==> src/rtl/instr_prefetch_pkg.sv <==
// Shared types and widths for the instruction prefetch queue.
//   AddrW / DataW : instruction address and word widths
//   fetch_state_t : request sequencer states (idle, request in flight, abandoned request)
//   pf_entry_t    : one queue entry, the fetched address tagged with its word
package instr_prefetch_pkg;

  localparam int unsigned AddrW = 16;
  localparam int unsigned DataW = 32;

  typedef enum logic [1:0] {
    StIdle,
    StReq,
    StDrop
  } fetch_state_t;

  typedef struct packed {
    logic [AddrW-1:0] addr;
    logic [DataW-1:0] data;
  } pf_entry_t;

endpackage

==> src/rtl/instr_prefetch_fifo.sv <==
// Prefetch queue storage: a Depth-entry circular buffer of pf_entry_t.
// Ports:
//   clk_i, rst_ni : clock, asynchronous active-low reset
//   clear_i       : drop every entry; wins over push_i and pop_i
//   push_i        : append entry_i (caller guarantees not full)
//   entry_i       : entry to append
//   pop_i         : discard the head entry (caller guarantees not empty)
//   head_o        : oldest entry (undefined content when empty)
//   count_o       : number of valid entries, 0..Depth
//   empty_o       : count_o == 0
module instr_prefetch_fifo
  import instr_prefetch_pkg::*;
#(
  parameter int unsigned Depth = 4,
  localparam int unsigned PtrW = (Depth > 1) ? $clog2(Depth) : 1
) (
  input  logic      clk_i,
  input  logic      rst_ni,
  input  logic      clear_i,
  input  logic      push_i,
  input  pf_entry_t entry_i,
  input  logic      pop_i,
  output pf_entry_t head_o,
  output logic [PtrW:0] count_o,
  output logic      empty_o
);

  localparam logic [PtrW-1:0] PtrOne = 1;
  localparam logic [PtrW:0]   CntOne = 1;

  pf_entry_t       mem_q [Depth];
  logic [PtrW-1:0] rd_ptr_q, wr_ptr_q;
  logic [PtrW:0]   count_q;

  // Depth is a power of two, so pointers wrap naturally at their width.
  always_ff @(posedge clk_i or negedge rst_ni) begin
    if (!rst_ni) begin
      rd_ptr_q <= '0;
      wr_ptr_q <= '0;
      count_q  <= '0;
      for (int unsigned i = 0; i < Depth; i++) begin
        mem_q[i] <= '0;
      end
    end else if (clear_i) begin
      rd_ptr_q <= '0;
      wr_ptr_q <= '0;
      count_q  <= '0;
    end else begin
      if (push_i) begin
        mem_q[wr_ptr_q] <= entry_i;
        wr_ptr_q        <= wr_ptr_q + PtrOne;
      end
      if (pop_i) begin
        rd_ptr_q <= rd_ptr_q + PtrOne;
      end
      case ({push_i, pop_i})
        2'b10:   count_q <= count_q + CntOne;
        2'b01:   count_q <= count_q - CntOne;
        default: count_q <= count_q;
      endcase
    end
  end

  assign head_o  = mem_q[rd_ptr_q];
  assign count_o = count_q;
  assign empty_o = (count_q == '0);

endmodule

==> src/rtl/instr_prefetch.sv <==
// Instruction prefetch queue between a fetch stage and a variable-latency instruction
// memory with a req/ack handshake. Sequential words are fetched ahead of the PC into a
// small queue; when the PC leaves the predicted stream the queue is flushed and fetching
// restarts at the new PC.
// Ports:
//   clk_i, rst_ni    : clock, asynchronous active-low reset
//   instr_addr_i     : PC requested by the fetch stage
//   fetch_accept_i   : fetch stage consumes instr_mem_o this cycle
//   instr_mem_o      : word for instr_addr_i, zero when instr_valid_o is low
//   instr_valid_o    : queue head holds instr_addr_i
//   mem_req_addr_o   : memory request address, stable while mem_req_o is high
//   mem_req_o        : memory request, held until mem_ack_i
//   mem_ack_i        : single-cycle acknowledge, mem_rdata_i valid in the same cycle
//   mem_rdata_i      : returned instruction word
module instr_prefetch
  import instr_prefetch_pkg::*;
#(
  parameter int unsigned      Depth     = 4,
  parameter logic [AddrW-1:0] AddrStep  = 16'd4,
  parameter logic [AddrW-1:0] ResetAddr = 16'h0
) (
  input  logic             clk_i,
  input  logic             rst_ni,
  input  logic [AddrW-1:0] instr_addr_i,
  input  logic             fetch_accept_i,
  output logic [DataW-1:0] instr_mem_o,
  output logic             instr_valid_o,
  output logic [AddrW-1:0] mem_req_addr_o,
  output logic             mem_req_o,
  input  logic             mem_ack_i,
  input  logic [DataW-1:0] mem_rdata_i
);

  localparam int unsigned   PtrW     = (Depth > 1) ? $clog2(Depth) : 1;
  localparam logic [PtrW:0] CntDepth = (PtrW + 1)'(Depth);

  fetch_state_t     state_q;
  logic [AddrW-1:0] next_fetch_q;
  logic [AddrW-1:0] mem_req_addr_q;
  logic             mem_req_q;

  pf_entry_t        fifo_head;
  pf_entry_t        fifo_entry;
  logic [PtrW:0]    fifo_count;
  logic             fifo_empty;

  logic [AddrW-1:0] expected_addr;
  logic             addr_mismatch;
  logic             redirect;
  logic             instr_valid;
  logic             pop;
  logic             push;

  // The address the fetch stage should ask for next if it stays on the predicted stream:
  // the queued head, else the word in flight, else where the next request will go.
  // In StDrop the queue is empty and the in-flight word is stale, so next_fetch_q applies.
  always_comb begin
    expected_addr = next_fetch_q;
    if (!fifo_empty) begin
      expected_addr = fifo_head.addr;
    end else if (state_q == StReq) begin
      expected_addr = mem_req_addr_q;
    end
  end

  always_comb begin
    addr_mismatch = (instr_addr_i != expected_addr);
    // A mismatch while dropping only retargets next_fetch_q; nothing is left to flush.
    redirect      = addr_mismatch && (state_q != StDrop);
    instr_valid   = !fifo_empty && (fifo_head.addr == instr_addr_i);
    pop           = instr_valid && fetch_accept_i && !redirect;
    push          = (state_q == StReq) && mem_ack_i && !redirect;
    fifo_entry    = '{addr: mem_req_addr_q, data: mem_rdata_i};
  end

  assign instr_valid_o  = instr_valid;
  assign instr_mem_o    = instr_valid ? fifo_head.data : '0;
  assign mem_req_o      = mem_req_q;
  assign mem_req_addr_o = mem_req_addr_q;

  instr_prefetch_fifo #(
    .Depth (Depth)
  ) u_fifo (
    .clk_i   (clk_i),
    .rst_ni  (rst_ni),
    .clear_i (redirect),
    .push_i  (push),
    .entry_i (fifo_entry),
    .pop_i   (pop),
    .head_o  (fifo_head),
    .count_o (fifo_count),
    .empty_o (fifo_empty)
  );

  // Request sequencer. A request is only launched from StIdle, so mem_req_q is always low
  // for at least one cycle between requests and at most one is outstanding. Launching only
  // when count < Depth means the eventual push always has room.
  always_ff @(posedge clk_i or negedge rst_ni) begin
    if (!rst_ni) begin
      state_q        <= StIdle;
      next_fetch_q   <= ResetAddr;
      mem_req_q      <= 1'b0;
      mem_req_addr_q <= '0;
    end else begin
      unique case (state_q)
        StIdle: begin
          if (redirect) begin
            next_fetch_q <= instr_addr_i;
          end else if (fifo_count < CntDepth) begin
            mem_req_q      <= 1'b1;
            mem_req_addr_q <= next_fetch_q;
            state_q        <= StReq;
          end
        end
        StReq: begin
          if (redirect) begin
            next_fetch_q <= instr_addr_i;
            if (mem_ack_i) begin
              mem_req_q <= 1'b0;
              state_q   <= StIdle;
            end else begin
              // The memory cannot be told to cancel; hold the old request until it acks.
              state_q <= StDrop;
            end
          end else if (mem_ack_i) begin
            next_fetch_q <= mem_req_addr_q + AddrStep;
            mem_req_q    <= 1'b0;
            state_q      <= StIdle;
          end
        end
        StDrop: begin
          if (addr_mismatch) begin
            next_fetch_q <= instr_addr_i;
          end
          if (mem_ack_i) begin
            mem_req_q <= 1'b0;
            state_q   <= StIdle;
          end
        end
        default: begin
          mem_req_q <= 1'b0;
          state_q   <= StIdle;
        end
      endcase
    end
  end

endmodule

==> config.mk <==
export PLATFORM = sky130hd
export DESIGN_NAME = instr_prefetch
export DESIGN_NICKNAME = d
export VERILOG_FILES = /design/src/rtl/instr_prefetch_pkg.sv /design/src/rtl/instr_prefetch_fifo.sv /design/src/rtl/instr_prefetch.sv
export SDC_FILE = /design/constraint.sdc
export NUM_CORES = 1
export LEC_CHECK = 0
export ABC_CLOCK_PERIOD_IN_PS = 9500
export CAP_MARGIN = 20
export CORE_ASPECT_RATIO = 0.9
export CORE_MARGIN = 8
export CORE_UTILIZATION = 50
export DETAILED_ROUTE_END_ITERATION = 6
export PLACE_DENSITY = 0.7
export REMOVE_ABC_BUFFERS = 1
export SYNTH_ARGS = -nofsm -noshare
export SYNTH_HDL_FRONTEND = slang
export SYNTH_SLANG_ARGS = --single-unit
export TNS_END_PERCENT = 10
==> constraint.sdc <==
create_clock -name clk_i -period 9.5 [get_ports clk_i]
set_input_delay 2.85 -clock clk_i [delete_from_list [all_inputs] [get_ports clk_i]]
set_output_delay 2.85 -clock clk_i [all_outputs]
set_load 0.1 [all_outputs]
==> impl_metrics.env <==
export IMPL_synth_async_sr_flop_share_pct=100.0
export IMPL_io_pins=102
export IMPL_cp_startpoint="instr_addr_i[14]"
export IMPL_startpoint_type="primary input"
export IMPL_grt_remaining_overflow=0
export IMPL_clock_latency_ps=530
export IMPL_firstDrtPassIters=5
export IMPL_cts_resized=0
export IMPL_cts_root_buf="clkbuf_16"
export IMPL_post_drt_wl_per_cell_um=20.93
export IMPL_synth_top_family_by_area="multiplexers"
export IMPL_critPathRequiredTime_ps=6650
export IMPL_synth_enable_flop_cells=0
export IMPL_p_sw_share_pct=34.85
export IMPL_yosys_area_share_simple_pct=5.788
export IMPL_viasPerCell=5.683
export IMPL_synthMuxAreaShare_pct=35.41
export IMPL_cts_tree="done"
export IMPL_h_tree_depth=1
export IMPL_worst_pin_slew_ps=1037
export IMPL_fin_nets=974
export IMPL_fillers=1832
export IMPL_finClkSkew_ps=28.06
export IMPL_ant_nets=0
export IMPL_die_h_um=163.5
export IMPL_antenna_found_initial=1
export IMPL_crit_type="primary input to primary output"
export IMPL_max_slew_margin_pct=30.65
export IMPL_rsz0062_at_grt="no"
export IMPL_synth_xor_area_share_pct=2.682
export IMPL_postCtsSetupBuffers=0
export IMPL_final_cell_mix="dfrtp_1, mux2_2, mux2_4, clkdlybuf4s50_1, mux4_2"
export IMPL_clk_pin_slew_ps=60
export IMPL_p_comb_share_pct=32.7
export IMPL_grt_first_pass_wirelength_um=42180
export IMPL_area_growth_pct=18.74
export IMPL_gr_usage_all_layers_pct=17.79
export IMPL_yosysUniqueCellTypes=54
export IMPL_post_route_min_period_ps=8379
export IMPL_yosys_register_bits=234
export IMPL_cp_end_kind="primary output"
export IMPL_routed_wl_um=25910
export IMPL_clock_path_buffers=3
export IMPL_synthAdderAreaFrac_pct=1.098
export IMPL_drt_iter0_markers=536
export IMPL_setup_tns_ps=0
export IMPL_switchingPower_uw=1209
export IMPL_worst_path_max_fanout=33
export IMPL_timing_rr_start="u_fifo.rd_ptr_q[0]$_DFFE_PN0P_"
export IMPL_max_freq_mhz=119.3
export IMPL_core_area_um2=23990
export IMPL_hold_viol_final=0
export IMPL_cts_sinks=234
export IMPL_synth_compound_area_share_pct=3.054
export IMPL_numPortBuffers=101
export IMPL_internal_power_uw=2260
export IMPL_whs_ps=498.8
export IMPL_regToRegSetupSlack_ps=4360
export IMPL_rr_worst_depth=9
export IMPL_drive_gt1_share_pct=38.92
export IMPL_syn_cell_area_um2=12080
export IMPL_period_share_pct=88.20
export IMPL_power_frac_clock_pct=28.6
export IMPL_vias=7036
export IMPL_syn_area_per_cell_um2=14.51
export IMPL_ys_warn_count=0
export IMPL_worst_ep_arrival_time_ps=5530
export IMPL_dp_hpwl_um=16180
export IMPL_postCtsHoldBufs=0
export IMPL_vdd_ir_drop_max_mv=0.1608
export IMPL_antennaDiodeCount=0
export IMPL_die_w_um=179.9
export IMPL_rows=54
export IMPL_synthCells=833
export IMPL_grt_pass1_vias=7400
export IMPL_p_leak_uw=0.006587
export IMPL_yosysSeqAreaShare_pct=48.46
export IMPL_drcViolationCount=0
export IMPL_synth_ff_type="dfrtp_1"
export IMPL_p_seq_share_pct=38.7
export IMPL_grt_start_max_net_pins=126
export IMPL_setup_viol=0
export IMPL_powerDensity_nw_per_um2=241.8
export IMPL_timing_rr_end="u_fifo.mem_q[113]$_DFFE_PN0P_"
export IMPL_start_util_pct=50.38
export IMPL_status="completed"
export IMPL_final_common_cell="dfrtp_1"
export IMPL_die_area_um2=29410
export IMPL_endpoint="instr_mem_o[4]"
export IMPL_drv_cap=0
export IMPL_numCtsBuffers=25
export IMPL_maxSlewViolCount=0
export IMPL_hold_path_class="register to register"
export IMPL_gp_congestion=0.8321
[cell type report]
cell class	instances	area [um^2]	share of cell area, %
clock inverters	10	138.9	0.9679
inverters	14	52.55	0.3662
well taps	308	385.4	2.686
flip-flops and latches	234	5861	40.84
repair buffers	108	1399	9.749
multi-input cells	529	5809	40.49
clock buffers	35	703.2	4.901
[worst max-delay path: stages]
cell	delay, ps
clkdlybuf4s50_1	560
nand2b_1	130
o22ai_1	90
or4b_1	570
nor4_1	460
nand3_2	90
buf_4	290
nor2b_1	270
buf_12	210
[through the flow]
| stage | instance area [um^2] | util [%] | total power, uW | worst slack, ps | instances |
|---|---|---|---|---|---|
| 4_1_cts | 14350 | 59.82 | 3499 | 1105 | 1238 |
| 6_report | 14350 | 59.82 | 3469 | 1121 | 1238 |
| 3_3_place_gp | 13510 | 56.31 | 2481 | 1202 | 1193 |
| 5_1_grt | 14350 | 59.82 | 3633 | 956.4 | 1238 |
| 3_5_place_dp | 13510 | 56.31 | 2494 | 1109 | 1193 |
| 2_1_floorplan | 11710 | - | 2168 | 520.7 | 777 |
[registers in the layout, indices dropped and copies added, names as in the netlist]
signal and flops:
state_q 2, u_fifo.rd_ptr_q 2, mem_req_o 1, u_fifo.count_o 3, next_fetch_q 16, mem_req_addr_o 16
u_fifo.wr_ptr_q 2, u_fifo.mem_q 192
[power by group through the flow]
stage | Combinational (uW) | Clock, uW | Sequential (uW)
final | 1130 | 992 | 1340
after global placement | 1130 | 0 | 1350
after global routing | 1200 | 1060 | 1370
after floorplan | 599 | 0 | 1570
after CTS | 1140 | 1020 | 1340
after detailed placement | 1140 | 0 | 1360
[synthesized netlist by cell type, types with 5 or more instances]
library cell    n  area share [%]
and3_1          5            0.26
nand2b_1        7            0.36
inv_1          13            0.40
buf_6          18             1.7
ha_1            9            0.93
mux4_2         39             7.3
o22ai_1         5            0.26
a32oi_1         5            0.36
nor3_1          8            0.33
nand3_1         9            0.37
a21oi_1         8            0.33
mux2_4         80             9.9
nor2_1         11            0.34
mux2i_1        33             2.7
nand2_1        16            0.50
clkbuf_1       17            0.53
nand4_1         5            0.26
buf_2          15            0.62
xnor2_1        20             1.4
xor2_1         17             1.2
mux2_2        147              14
nand3_4         5            0.72
nor2b_1        38             2.0
dfrtp_1       234              48
mux2_1         19             1.8
[kinds of logic (layout without fill, tap and decap cells)]
family / Yosys count / in the layout
multiplexers: 318 / 318
flip-flops: 234 / 234
AND/OR/NAND/NOR: 116 / 116
buffers and inverters: 70 / 167
AO/OA/AOI/OAI: 48 / 48
XOR/XNOR: 37 / 37
adder cells (fa/ha/maj): 10 / 10
[per-layer routing]
metal / routed length [um] / global-route usage [%] / vias up
met1: 11830 / 24.23 / 3646
met4: 582 / 4.428 / 2
met5: 13 / 0 / -
met2: 12120 / 28.83 / 148
li1: - / - / 3194
met3: 1364 / 3.736 / 46
[worst min-delay path by stage]
| stage | startpoint | to | slack, ps | cells past startpoint |
|---|---|---|---|---|
| floorplan | u_fifo.mem_q[138]$_DFFE_PN0P_ | u_fifo.mem_q[138]$_DFFE_PN0P_ | 470 | 1 |
| global placement | u_fifo.mem_q[89]$_DFFE_PN0P_ | u_fifo.mem_q[89]$_DFFE_PN0P_ | 480 | 1 |
| detailed placement | u_fifo.mem_q[52]$_DFFE_PN0P_ | u_fifo.mem_q[52]$_DFFE_PN0P_ | 490 | 1 |
| CTS | u_fifo.mem_q[52]$_DFFE_PN0P_ | u_fifo.mem_q[52]$_DFFE_PN0P_ | 500 | 1 |
| global route | u_fifo.mem_q[6]$_DFFE_PN0P_ | u_fifo.mem_q[6]$_DFFE_PN0P_ | 510 | 1 |
| finish | u_fifo.mem_q[186]$_DFFE_PN0P_ | u_fifo.mem_q[186]$_DFFE_PN0P_ | 500 | 1 |
(Power assumes the default switching activity.)
